--- src/rtl/seg_scan_ctrl.sv ---
// seg_scan_ctrl -- four-digit multiplexed seven-segment scan controller.
//
// Cycles through four digits with a blanking gap before each one to avoid
// ghosting. A new 16-bit display value is held pending and only committed
// at a frame boundary while scanning, or on the next cycle while idle, so a
// frame never shows a mix of old and new digits.
//
// Parameters:
//   DIV_CNT  cycles each digit is lit (>= 2)
//   GAP_CYC  blanking cycles before each digit (>= 1)
//
// Ports:
//   clk         single clock, rising edge
//   rst_n       synchronous active-low reset
//   en          scan enable; 0 blanks the display
//   wr_en       write strobe for wr_data
//   wr_data     four hex nibbles, digit k = wr_data[4k+3:4k]
//   wr_ack      one-cycle pulse when a pending value is committed
//   nib         nibble for the current digit (to the segment decoder)
//   an_n        active-low digit anodes
//   frame_done  one-cycle pulse at each completed four-digit frame
//
// Build option:
//   SEG_LEADING_ZERO_BLANK_EN  when defined, leading zero digits are not lit
//                              (digit 0 always lit; scan timing unchanged).
//
// State table:
//   S_OFF | idle, display blank, pending value commits immediately
//   S_GAP | blanking gap before digit idx, nib already holds its value
//   S_ON  | digit idx lit for DIV_CNT cycles

module seg_scan_ctrl #(
  parameter int unsigned DIV_CNT = 50000,
  parameter int unsigned GAP_CYC = 16
) (
  input  logic        clk,
  input  logic        rst_n,
  input  logic        en,
  input  logic        wr_en,
  input  logic [15:0] wr_data,
  output logic        wr_ack,
  output logic [3:0]  nib,
  output logic [3:0]  an_n,
  output logic        frame_done
);

  localparam int unsigned CNT_MAX = (DIV_CNT > GAP_CYC) ? DIV_CNT : GAP_CYC;
  localparam int unsigned CW      = (CNT_MAX > 1) ? $clog2(CNT_MAX) : 1;
  localparam logic [CW-1:0] DIV_LOAD = CW'(DIV_CNT - 1);
  localparam logic [CW-1:0] GAP_LOAD = CW'(GAP_CYC - 1);

  typedef enum logic [1:0] {
    S_OFF = 2'd0,
    S_GAP = 2'd1,
    S_ON  = 2'd2
  } state_t;

  state_t        state_q, state_d;
  logic [1:0]    idx_q, idx_d;
  logic [CW-1:0] cnt_q, cnt_d;
  logic [3:0]    nib_q, nib_d;
  logic [15:0]   disp_q, disp_d;
  logic [15:0]   pend_q, pend_d;
  logic          pending_q, pending_d;
  logic          wr_ack_q, wr_ack_d;
  logic          frame_done_q, frame_done_d;

  logic          commit;
  logic          load_nib;
  logic [15:0]   disp_nxt;

  always_ff @(posedge clk) begin
    if (!rst_n) begin
      state_q      <= S_OFF;
      idx_q        <= 2'd0;
      cnt_q        <= '0;
      nib_q        <= 4'h0;
      disp_q       <= 16'h0000;
      pend_q       <= 16'h0000;
      pending_q    <= 1'b0;
      wr_ack_q     <= 1'b0;
      frame_done_q <= 1'b0;
    end else begin
      state_q      <= state_d;
      idx_q        <= idx_d;
      cnt_q        <= cnt_d;
      nib_q        <= nib_d;
      disp_q       <= disp_d;
      pend_q       <= pend_d;
      pending_q    <= pending_d;
      wr_ack_q     <= wr_ack_d;
      frame_done_q <= frame_done_d;
    end
  end

  always_comb begin
    state_d      = state_q;
    idx_d        = idx_q;
    cnt_d        = cnt_q;
    nib_d        = nib_q;
    pend_d       = pend_q;
    pending_d    = pending_q;
    wr_ack_d     = 1'b0;
    frame_done_d = 1'b0;
    commit       = 1'b0;
    load_nib     = 1'b0;

    case (state_q)
      S_OFF: begin
        idx_d  = 2'd0;
        cnt_d  = '0;
        commit = pending_q;
        if (en) begin
          state_d  = S_GAP;
          cnt_d    = GAP_LOAD;
          load_nib = 1'b1;
        end
      end
      S_GAP: begin
        if (!en) begin
          state_d = S_OFF;
          idx_d   = 2'd0;
          cnt_d   = '0;
        end else if (cnt_q == '0) begin
          state_d = S_ON;
          cnt_d   = DIV_LOAD;
        end else begin
          cnt_d = cnt_q - CW'(1);
        end
      end
      S_ON: begin
        if (!en) begin
          // dropping en on the wrap cycle still suppresses frame_done
          state_d = S_OFF;
          idx_d   = 2'd0;
          cnt_d   = '0;
        end else if (cnt_q == '0) begin
          state_d  = S_GAP;
          idx_d    = idx_q + 2'd1;
          cnt_d    = GAP_LOAD;
          load_nib = 1'b1;
          if (idx_q == 2'd3) begin
            frame_done_d = 1'b1;
            commit       = pending_q;
          end
        end else begin
          cnt_d = cnt_q - CW'(1);
        end
      end
      default: begin
        state_d = S_OFF;
        idx_d   = 2'd0;
        cnt_d   = '0;
      end
    endcase

    // digit 0 of a new frame must already see the freshly committed value
    disp_nxt = commit ? pend_q : disp_q;
    disp_d   = disp_nxt;

    if (commit) begin
      pending_d = 1'b0;
      wr_ack_d  = 1'b1;
    end
    // a write on the commit cycle stays pending for the next boundary
    if (wr_en) begin
      pend_d    = wr_data;
      pending_d = 1'b1;
    end

    if (load_nib) begin
      nib_d = 4'(disp_nxt >> {idx_d, 2'b00});
    end
  end

`ifdef SEG_LEADING_ZERO_BLANK_EN
  logic lead_zero;
  assign lead_zero = ((disp_q >> {idx_q, 2'b00}) == 16'h0000) && (idx_q != 2'd0);
`endif

  always_comb begin
    an_n = 4'b1111;
    if (state_q == S_ON) begin
`ifdef SEG_LEADING_ZERO_BLANK_EN
      if (!lead_zero) begin
        an_n[idx_q] = 1'b0;
      end
`else
      an_n[idx_q] = 1'b0;
`endif
    end
  end

  assign nib        = nib_q;
  assign wr_ack     = wr_ack_q;
  assign frame_done = frame_done_q;

endmodule

--- config.mk ---
export PLATFORM = sky130hd
export DESIGN_NAME = seg_scan_ctrl
export DESIGN_NICKNAME = d
export VERILOG_FILES = /design/src/rtl/seg_scan_ctrl.sv
export SDC_FILE = /design/constraint.sdc
export NUM_CORES = 1
export LEC_CHECK = 0
export BUFFER_PORTS_ARGS = -buffer_cell sky130_fd_sc_hd__buf_2
export CAP_MARGIN = 20
export CORE_MARGIN = 3
export CORE_UTILIZATION = 50
export CTS_CLUSTER_SIZE = 14
export DETAILED_ROUTE_END_ITERATION = 10
export HOLD_SLACK_MARGIN = 0.02
export PLACE_DENSITY = 0.81
export SLEW_MARGIN = 20
export SYNTH_ARGS = -nofsm -noshare
export SYNTH_HDL_FRONTEND = slang
export SYNTH_SLANG_ARGS = --single-unit
--- constraint.sdc ---
create_clock -name clk -period 2.8 [get_ports clk]
set_clock_uncertainty 0.1 [all_clocks]
set_input_delay 0.28 -clock clk [delete_from_list [all_inputs] [get_ports clk]]
set_output_delay 0.28 -clock clk [all_outputs]
set_load 0.02 [all_outputs]
Yosys cells after proc, flatten, opt, wreduce, memory -nomap -nowiden. Cells that the tools add are included.

Bits in registers: 59. Input bits: 20. Output and inout port bits: 10. Logic and storage cells: 59.

Add/subtract/negate cells: 2. Order comparisons: 2. Equality and inequality tests: 6. Shift-type cells: 1. Muxes and demuxes: 32. Bitwise gates (word level): 1. Reductions and logical operators: 6.

Operator list (number): 16-bit 2-to-1 mux (5); 16-bit case mux with 3 select lines (1); 16-bit logical NOT (1); 2-bit 2-to-1 mux (8); 16-bit by 4-bit right shift with 4-bit output (1); 16-bit by 1-bit subtractor with 16-bit output, second input constant (1); 1-bit 2-to-1 mux (11); 4-bit 2-to-1 mux (2); 3-bit inequality test, second input constant (2); 2-bit case mux with 3 select lines (1); 2-bit equality test, second input constant (2); 4-bit inverter (1); 1-bit case mux with 2 select lines (2); 2-bit case mux with 2 select lines (1); 4-bit AND reduction (1); 2-bit by 3-bit < comparator with 1-bit output, second input constant (1); 3-bit AND reduction (1); 2-bit by 1-bit adder with 2-bit output, second input constant (1); 1-bit demux with 2-bit select (1); 2-bit by 1-bit equality test with 1-bit output, second input constant (1); 2-bit by 1-bit >= comparator with 1-bit output, second input constant (1); 2-bit logical NOT (1); 2-bit inequality test, second input constant (1); 2-bit nonzero test (1); 1-bit logical AND (1).

Longest topological paths before layout. Gate-level depths: netlist of the first run.

Depth after elaboration: 7. Gate-level depth with buffers: 9. Gate-level depth less buffers: 8.

Least setup slack after synthesis of the first run. No wires, ideal clock.

Kind: register to register. From: register cnt_q[0]. To: register nib_q[0] (netlist: nib[0]). Library setup time: 0.070 ns. Arrival time: 2.248 ns. Setup slack: 0.383 ns. Cell stages (with the launch flop): 10. Cells stage by stage: dfxtp_1 > inv_1 > ha_1 > nor4b_2 > nand4_4 > nand4_1 > and3_1 > clkbuf_1 > mux4_2 > a21oi_1.

Word-level cells in the longest chain between the ends: 6. Elaborated cells between the ends (all ways): 12.

Ends and longest elaborated chain: from (decl) (line 60) `logic [CW-1:0] cnt_q, cnt_d;`; from (signal assigned) (line 86) `cnt_q <= cnt_d;`; 16-bit logical NOT * (line 137) `end else if (cnt_q == '0) begin`; 1-bit 2-to-1 mux (line 137); 1-bit 2-to-1 mux (line 132) `if (!en) begin`; 1-bit case mux with 2 select lines (line 108) `case (state_q)`; 16-bit 2-to-1 mux (line 158) `disp_nxt = commit ? pend_q : disp_q;`; 16-bit by 4-bit right shift with 4-bit output (line 172) `nib_d = 4'(disp_nxt >> {idx_d, 2'b00});`; to (signal assigned) (line 87) `nib_q <= nib_d;`; to (decl) (line 61) `logic [3:0] nib_q, nib_d;`.

Mark *: on every way between the ends. The rest lies on a longest branch, timed or not. A chain may end at the register's enable or synchronous reset.

Worst setup path after layout of the first run.
From: register cnt_q[0]. To: register nib_q[3] (netlist: nib[3]).

Same word-level chain as after synthesis.

==> impl_metrics.toml, run 1 <==
[floorplan]
die_h_um = 77.5
die_area_mm2 = 0.00601
start_util = 0.527
design.core.area_mm2 = 0.00485
rows = 25
die-width_um = 77.5
ioPinCount = 30

[run_status]
status = "finished, final reports clean"

[synth]
yosys.area_share.simple = 0.189
synth_top_area_cell = "dfxtp_1"
syn-cell-area_mm2 = 0.00256
synthCells = 258
synthAdderAreaFrac = 0.0440
synth_compound_area_frac = 0.0675
synth_top_family_by_area = "simple AND/OR/NAND/NOR gates"
avgSynthCellArea_um2 = 9.91
ys_warn_count = 0
synth_xor_xnor_area_share = 0.0377
syn_nets = 287
ys_ff_latch = 59
yosys-top-cells-area = "dfxtp_1 46%, mux2i_1 13%, nor2_1 7.5%"
synthMuxAreaShare = 0.168
synth.distinct_cells = 38
seq_area_frac_synth = 0.462
synth_top_area_frac = 0.462

[worst_setup_path]
cp_top_family = "simple AND/OR/NAND/NOR gates"
cp_num_buf_inv = 1
required_ns = 2.96
worstPathCellList = "inv_1, ha_1, nor4b_2, nand4_4, nand4_1, and3_1, mux4_2, a21oi_1"
start_kind = "flip-flop"
critPathKind = "flip-flop to flip-flop"
slowest_delay_ns = 0.54
path_max_fanout = 7
worstPathArrival_ns = 2.73
crit_slowest_cell = "mux4_2"
cp-end-kind = "flip-flop"

[placement]
port_buffers = 29
place_hpwl_um = 3490
place_congestion = 0.920
dpl_cell_area_mm2 = 0.00276

[sta]
min_period_over_period = 0.918
worst_pin_slew_ns = 0.587
setup_tns_ns = 0
slew-limit-headroom = 0.608
report.final.hold_viol_count = 0
post-route-min-period_ns = 2.57
setup_viol = 0
finalMaxSlewViolations = 0
rsz0062_at_grt = "no"
max_freq_mhz = 389

[drt]
finalWirelength_um = 4750
wire_per_inst_um = 13.1
dr.pass1.iters = 4
final_antenna_net_count = 0
num_vias = 1927
drtIter0Drc = 123
remaining_drc_errors = 0
viasPerCell = 5.31

[clocking]
clock_sinks = 59
clock_latency_ns = 0.34
cts_buffer_depth = 2
clkTransAtPathRegs_ns = 0.07
cts_buffers = 9
htreeDepth = 3
cts_resized = 0
hold_buffers = 0
cts_setup_buffers = 0
ctsRootBufferMaster = "clkbuf_8"
cts_tree = "yes"

[finish]
area_growth_pct = 15.8
fin_area_mm2 = 0.00296
drive_above_1_share = 0.199
layout.nets = 320
multiInputGateArea_mm2 = 0.00130
seq_area_mm2 = 0.00118
antenna_cells = 0
fillers = 415

[hold_path]
hp-class = "input pin to flip-flop"

[global_route]
grt_pass1_wl_um = 8450
grt_use_met3 = 0.0534
grtUsageMet2 = 0.276
grt_max_degree = 38
antenna_found_initial = 0
grt-busiest-layer = "met2"
grtUsageTotal = 0.176
grt_pass1_vias = 1930
grt-ovfl-total = 0
use_met1 = 0.221

[job]
drv_cap = 0

[power_and_ir_drop]
ir_worst_vdd_uv = 460
power.leakage_uw = 0.00125
power.density_mw_per_mm2 = 805
==> stage by stage <==
stage	worst slack [ns]	power (uW)	instances	util	hold WS, ns
detailed placement	0.267	1630	347	0.569	0.371
global placement	0.367	1610	347	0.569	0.366
floorplan	0.383	1500	258	-	0.301
global route	0.0390	2520	363	0.611	0.0722
finish	0.230	2380	363	0.611	0.0782
CTS	0.232	2400	363	0.611	0.0676
==> worst paths after layout <==
kind | start | endpoint | slack, ns | cells past startpoint
hold / removal | wr_data[8] | pend_q[8]$_SDFFE_PN0P_ | 0.08 | 3
setup reg to reg | cnt_q[0]$_SDFF_PN0_ | nib[3]$_SDFFE_PN0P_ | 0.23 | 8
setup / recovery | cnt_q[0]$_SDFF_PN0_ | nib[3]$_SDFFE_PN0P_ | 0.23 | 8
hold reg to reg | pending_q$_SDFFE_PN0P_ | wr_ack$_SDFF_PN0_ | 0.38 | 2
==> worst reg2reg max path, stage by stage, from the launching register on <==
cell and delay (ns):
dfxtp_1 0.34, inv_1 0.07, ha_1 0.23, nor4b_2 0.36
nand4_4 0.20, nand4_1 0.14, and3_1 0.36, mux4_2 0.54
a21oi_1 0.15
==> cells in the final DEF, fill, tap and decap left out, drive strengths merged <==
master,n
xnor2,6
nor2,51
clkbuf,10
nand2b,1
nor3b,1
a21o,1
a31oi,1
or3,4
nor4,4
a21oi,14
inv,10
mux4,4
and2,1
bufinv,1
ha,9
mux2i,34
nor4b,1
and4,1
nand2,16
buf,30
xor2,5
or4,1
clkinvlp,2
nor3,3
o31ai,1
nand3,2
nand4,4
or2,1
clkinv,2
nand3b,1
o21ai,11
dfxtp,59
o211ai,2
and3,2
==> report_power, final <==
group | leakage [uW] | switching, uW | internal (uW)
clock | 0.0000987 | 335 | 434
sequential | 0.000482 | 66.8 | 916
combinational | 0.000672 | 357 | 274
==> registers in the layout (all words and copies together) (netlist names) <==
register and flops:
wr_ack 1, pend_q 16, pending_q 1, disp_q 16
state_q 2, idx_q 2, cnt_q 16, frame_done 1
nib 4
==> cell usage after synthesis, drive strengths merged <==
| library cell | count |
|---|---|
| nand2 | 16 |
| mux2i | 34 |
| nand2b | 1 |
| dfxtp | 59 |
| a21o | 1 |
| or2 | 1 |
| nor4b | 1 |
| and2 | 1 |
| nor4 | 4 |
| a21oi | 14 |
| nand3 | 2 |
| mux4 | 4 |
| o211ai | 2 |
| or3 | 4 |
| and3 | 2 |
| o21ai | 11 |
| nand4 | 4 |
| or4 | 1 |
| nor3 | 3 |
| xnor2 | 6 |
| inv | 9 |
| nor2 | 51 |
| a31oi | 1 |
| buf | 2 |
| xor2 | 5 |
| and4 | 1 |
| nand3b | 1 |
| ha | 9 |
| clkbuf | 6 |
| nor3b | 1 |
| o31ai | 1 |
==> cell families (layout without fill, tap and decap cells) <==
group / Yosys count / after routing
mux: 38 / 38
compound gates: 30 / 30
simple gates: 94 / 94
xor+xnor: 11 / 11
buf+inv: 17 / 55
fa+ha+maj: 9 / 9
flops: 59 / 59
==> layer usage <==
layer,vias to the layer above,part of all wire
li1,957,-
met5,-,0
met4,0,0.017
met2,57,0.48
met1,903,0.45
met3,10,0.054
==> final cells by class <==
type	count	area share
Multi-Input combinational cell	182	0.438
Sequential cell	59	0.399
Timing Repair Buffer	30	0.0558
Clock buffer	10	0.0465
Tap cell	67	0.0283
Clock inverter	6	0.0215
Inverter	9	0.0114
Note: power is estimated with default switching activity, not from simulation.
==> inputs of run 2 (changes only) <==
Settings changed: ABC_CLOCK_PERIOD_IN_PS set to 2800, CORE_UTILIZATION 50 to 35, PLACE_DENSITY 0.81 to 0.63, REMOVE_ABC_BUFFERS set to 1.
==> impl_metrics.toml, run 2 (same netlist as run 1, synthesis figures left out) <==
[clocking]
cts_buffers = 9
ctsRootBufferMaster = "clkbuf_8"
clock_latency_ns = 0.34
clkTransAtPathRegs_ns = 0.07
htreeDepth = 3
cts_buffer_depth = 2
clock_sinks = 59
cts_tree = "yes"
cts_resized = 0
hold_buffers = 0
cts_setup_buffers = 0

[worst_setup_path]
worstSetupStartpoint = "cnt_q[0]$_SDFF_PN0_"
rr_startpoint = "cnt_q[0]$_SDFF_PN0_"
path_max_fanout = 7
reg2reg_slack_ns = 0.27
critPathKind = "flip-flop to flip-flop"
cp-end-kind = "flip-flop"
crit_slowest_cell = "mux4_2"
worstPathArrival_ns = 2.70
worstPathCellList = "inv_1, ha_1, nor4b_2, nand4_4, nand4_1, and3_1, mux4_2, a21oi_1"
slowest_delay_ns = 0.54
start_kind = "flip-flop"
reg2reg_depth = 8
r2r-end = "nib[0]$_SDFFE_PN0P_"
required_ns = 2.97

[sta]
max_freq_mhz = 395
min_period_over_period = 0.905
setup_viol = 0
rsz0062_at_grt = "no"
worst_pin_slew_ns = 0.620
slew-limit-headroom = 0.586
fin_ws_ns = 0.266
finalMaxSlewViolations = 0
post-route-min-period_ns = 2.53
setup_tns_ns = 0
report.final.hold_viol_count = 0

[floorplan]
die-width_um = 91.5
die_area_mm2 = 0.00837
die_h_um = 91.5
start_util = 0.368
rows = 30
design.core.area_mm2 = 0.00694
ioPinCount = 30

[finish]
area_growth_pct = 17.3
fin_util = 0.432
layout.nets = 320
instances_no_fill = 392
final_common_cell = "dfxtp_1"
antenna_cells = 0
drive_above_1_share = 0.199
reg.largest.list = "cnt_q: 16 flops, disp_q: 16 flops, pend_q: 16 flops"
layout_common_cells = "59 x dfxtp_1, 51 x nor2_1, 34 x mux2i_1, 29 x buf_2, 16 x nand2_1"

[power_and_ir_drop]
pwr-share-clk = 0.323
internal-power_uw = 1620
power.leakage_uw = 0.00126
switching_power_uw = 753
p_comb_frac = 0.264
ir_worst_vdd_uv = 466
power.density_mw_per_mm2 = 793
power_uw = 2380
swShare = 0.317
power_frac_seq = 0.413

[drt]
drtIter0Drc = 72
viasPerCell = 4.76
num_vias = 1867
remaining_drc_errors = 0
final_antenna_net_count = 0
wire_per_inst_um = 12.3
finalWirelength_um = 4820
dr.pass1.iters = 4

[global_route]
grt_pass1_wl_um = 8200
grtUsageTotal = 0.125
antenna_found_initial = 0
grtUsageMet2 = 0.203
grt_use_met3 = 0.0489
use_met1 = 0.144
grt_pass1_vias = 1830
grt-busiest-layer = "met2"
grt_max_degree = 38
grt-ovfl-total = 0

[hold_path]
hp-class = "input pin to flip-flop"
holdPathStages = 3
hold_start = "wr_data[2]"
worstHoldEndpoint = "pend_q[2]$_SDFFE_PN0P_"

[placement]
place_hpwl_um = 3470
port_buffers = 29
pre_cts_ws_ns = 0.248
dp.cells = 376
place_congestion = 0.802

[run_status]
status = "finished, final reports clean"

[job]
drv_cap = 0
run 2: cell count changes in the layout (fill, tap and decap cells not counted):
cell	delta
clkinv_4	+2
clkinvlp_4	-1
inv_6	-1
run 2: layer usage:
metal	share of wire	routed length, um
met5	0	0
met4	0.024	115
met3	0.047	226
met2	0.47	2250
met1	0.46	2230
run 2: layout make-up:
type,instances,area [um2]
multi-input combinational,182,1300
fill,695,3950
sequential,59,1180
timing repair buffer,30,165
clock buffer,10,138
tap,96,120
inverter,9,33.8
clock inverter,6,65.1
run 2: power groups by stage:
stage	clock, uW	sequential (uW)	combinational, uW
floorplan	0	1000	480
global placement	0	999	620
detailed placement	0	999	626
CTS	793	982	632
global route	830	994	699
finish	767	982	628
run 2: through the flow:
stage	hold WS, ns	cell area, um2
detailed placement	0.354	2800
finish	0.0763	3000
CTS	0.0616	3000
floorplan	0.297	2510
global route	0.0806	3000
global placement	0.354	2800
run 2: worst max-delay path by stage:
stage                                endpoint  slack (ns)
after floorplan           nib[0]$_SDFFE_PN0P_        0.29
after global placement    nib[1]$_SDFFE_PN0P_        0.33
after detailed placement  nib[0]$_SDFFE_PN0P_        0.25
after CTS                 nib[0]$_SDFFE_PN0P_        0.23
after global routing      nib[0]$_SDFFE_PN0P_        0.08
final                     nib[0]$_SDFFE_PN0P_        0.27
run 2: worst max-delay path, delay by kind of cell (launching register included):
kind / cells / cell delay [ns]
and+or+nand+nor: 4 / 1.06
buffers and inverters: 1 / 0.08
DFF: 1 / 0.33
adders and majority gates: 1 / 0.22
AOI/OAI and AO/OA: 1 / 0.16
muxes: 1 / 0.54
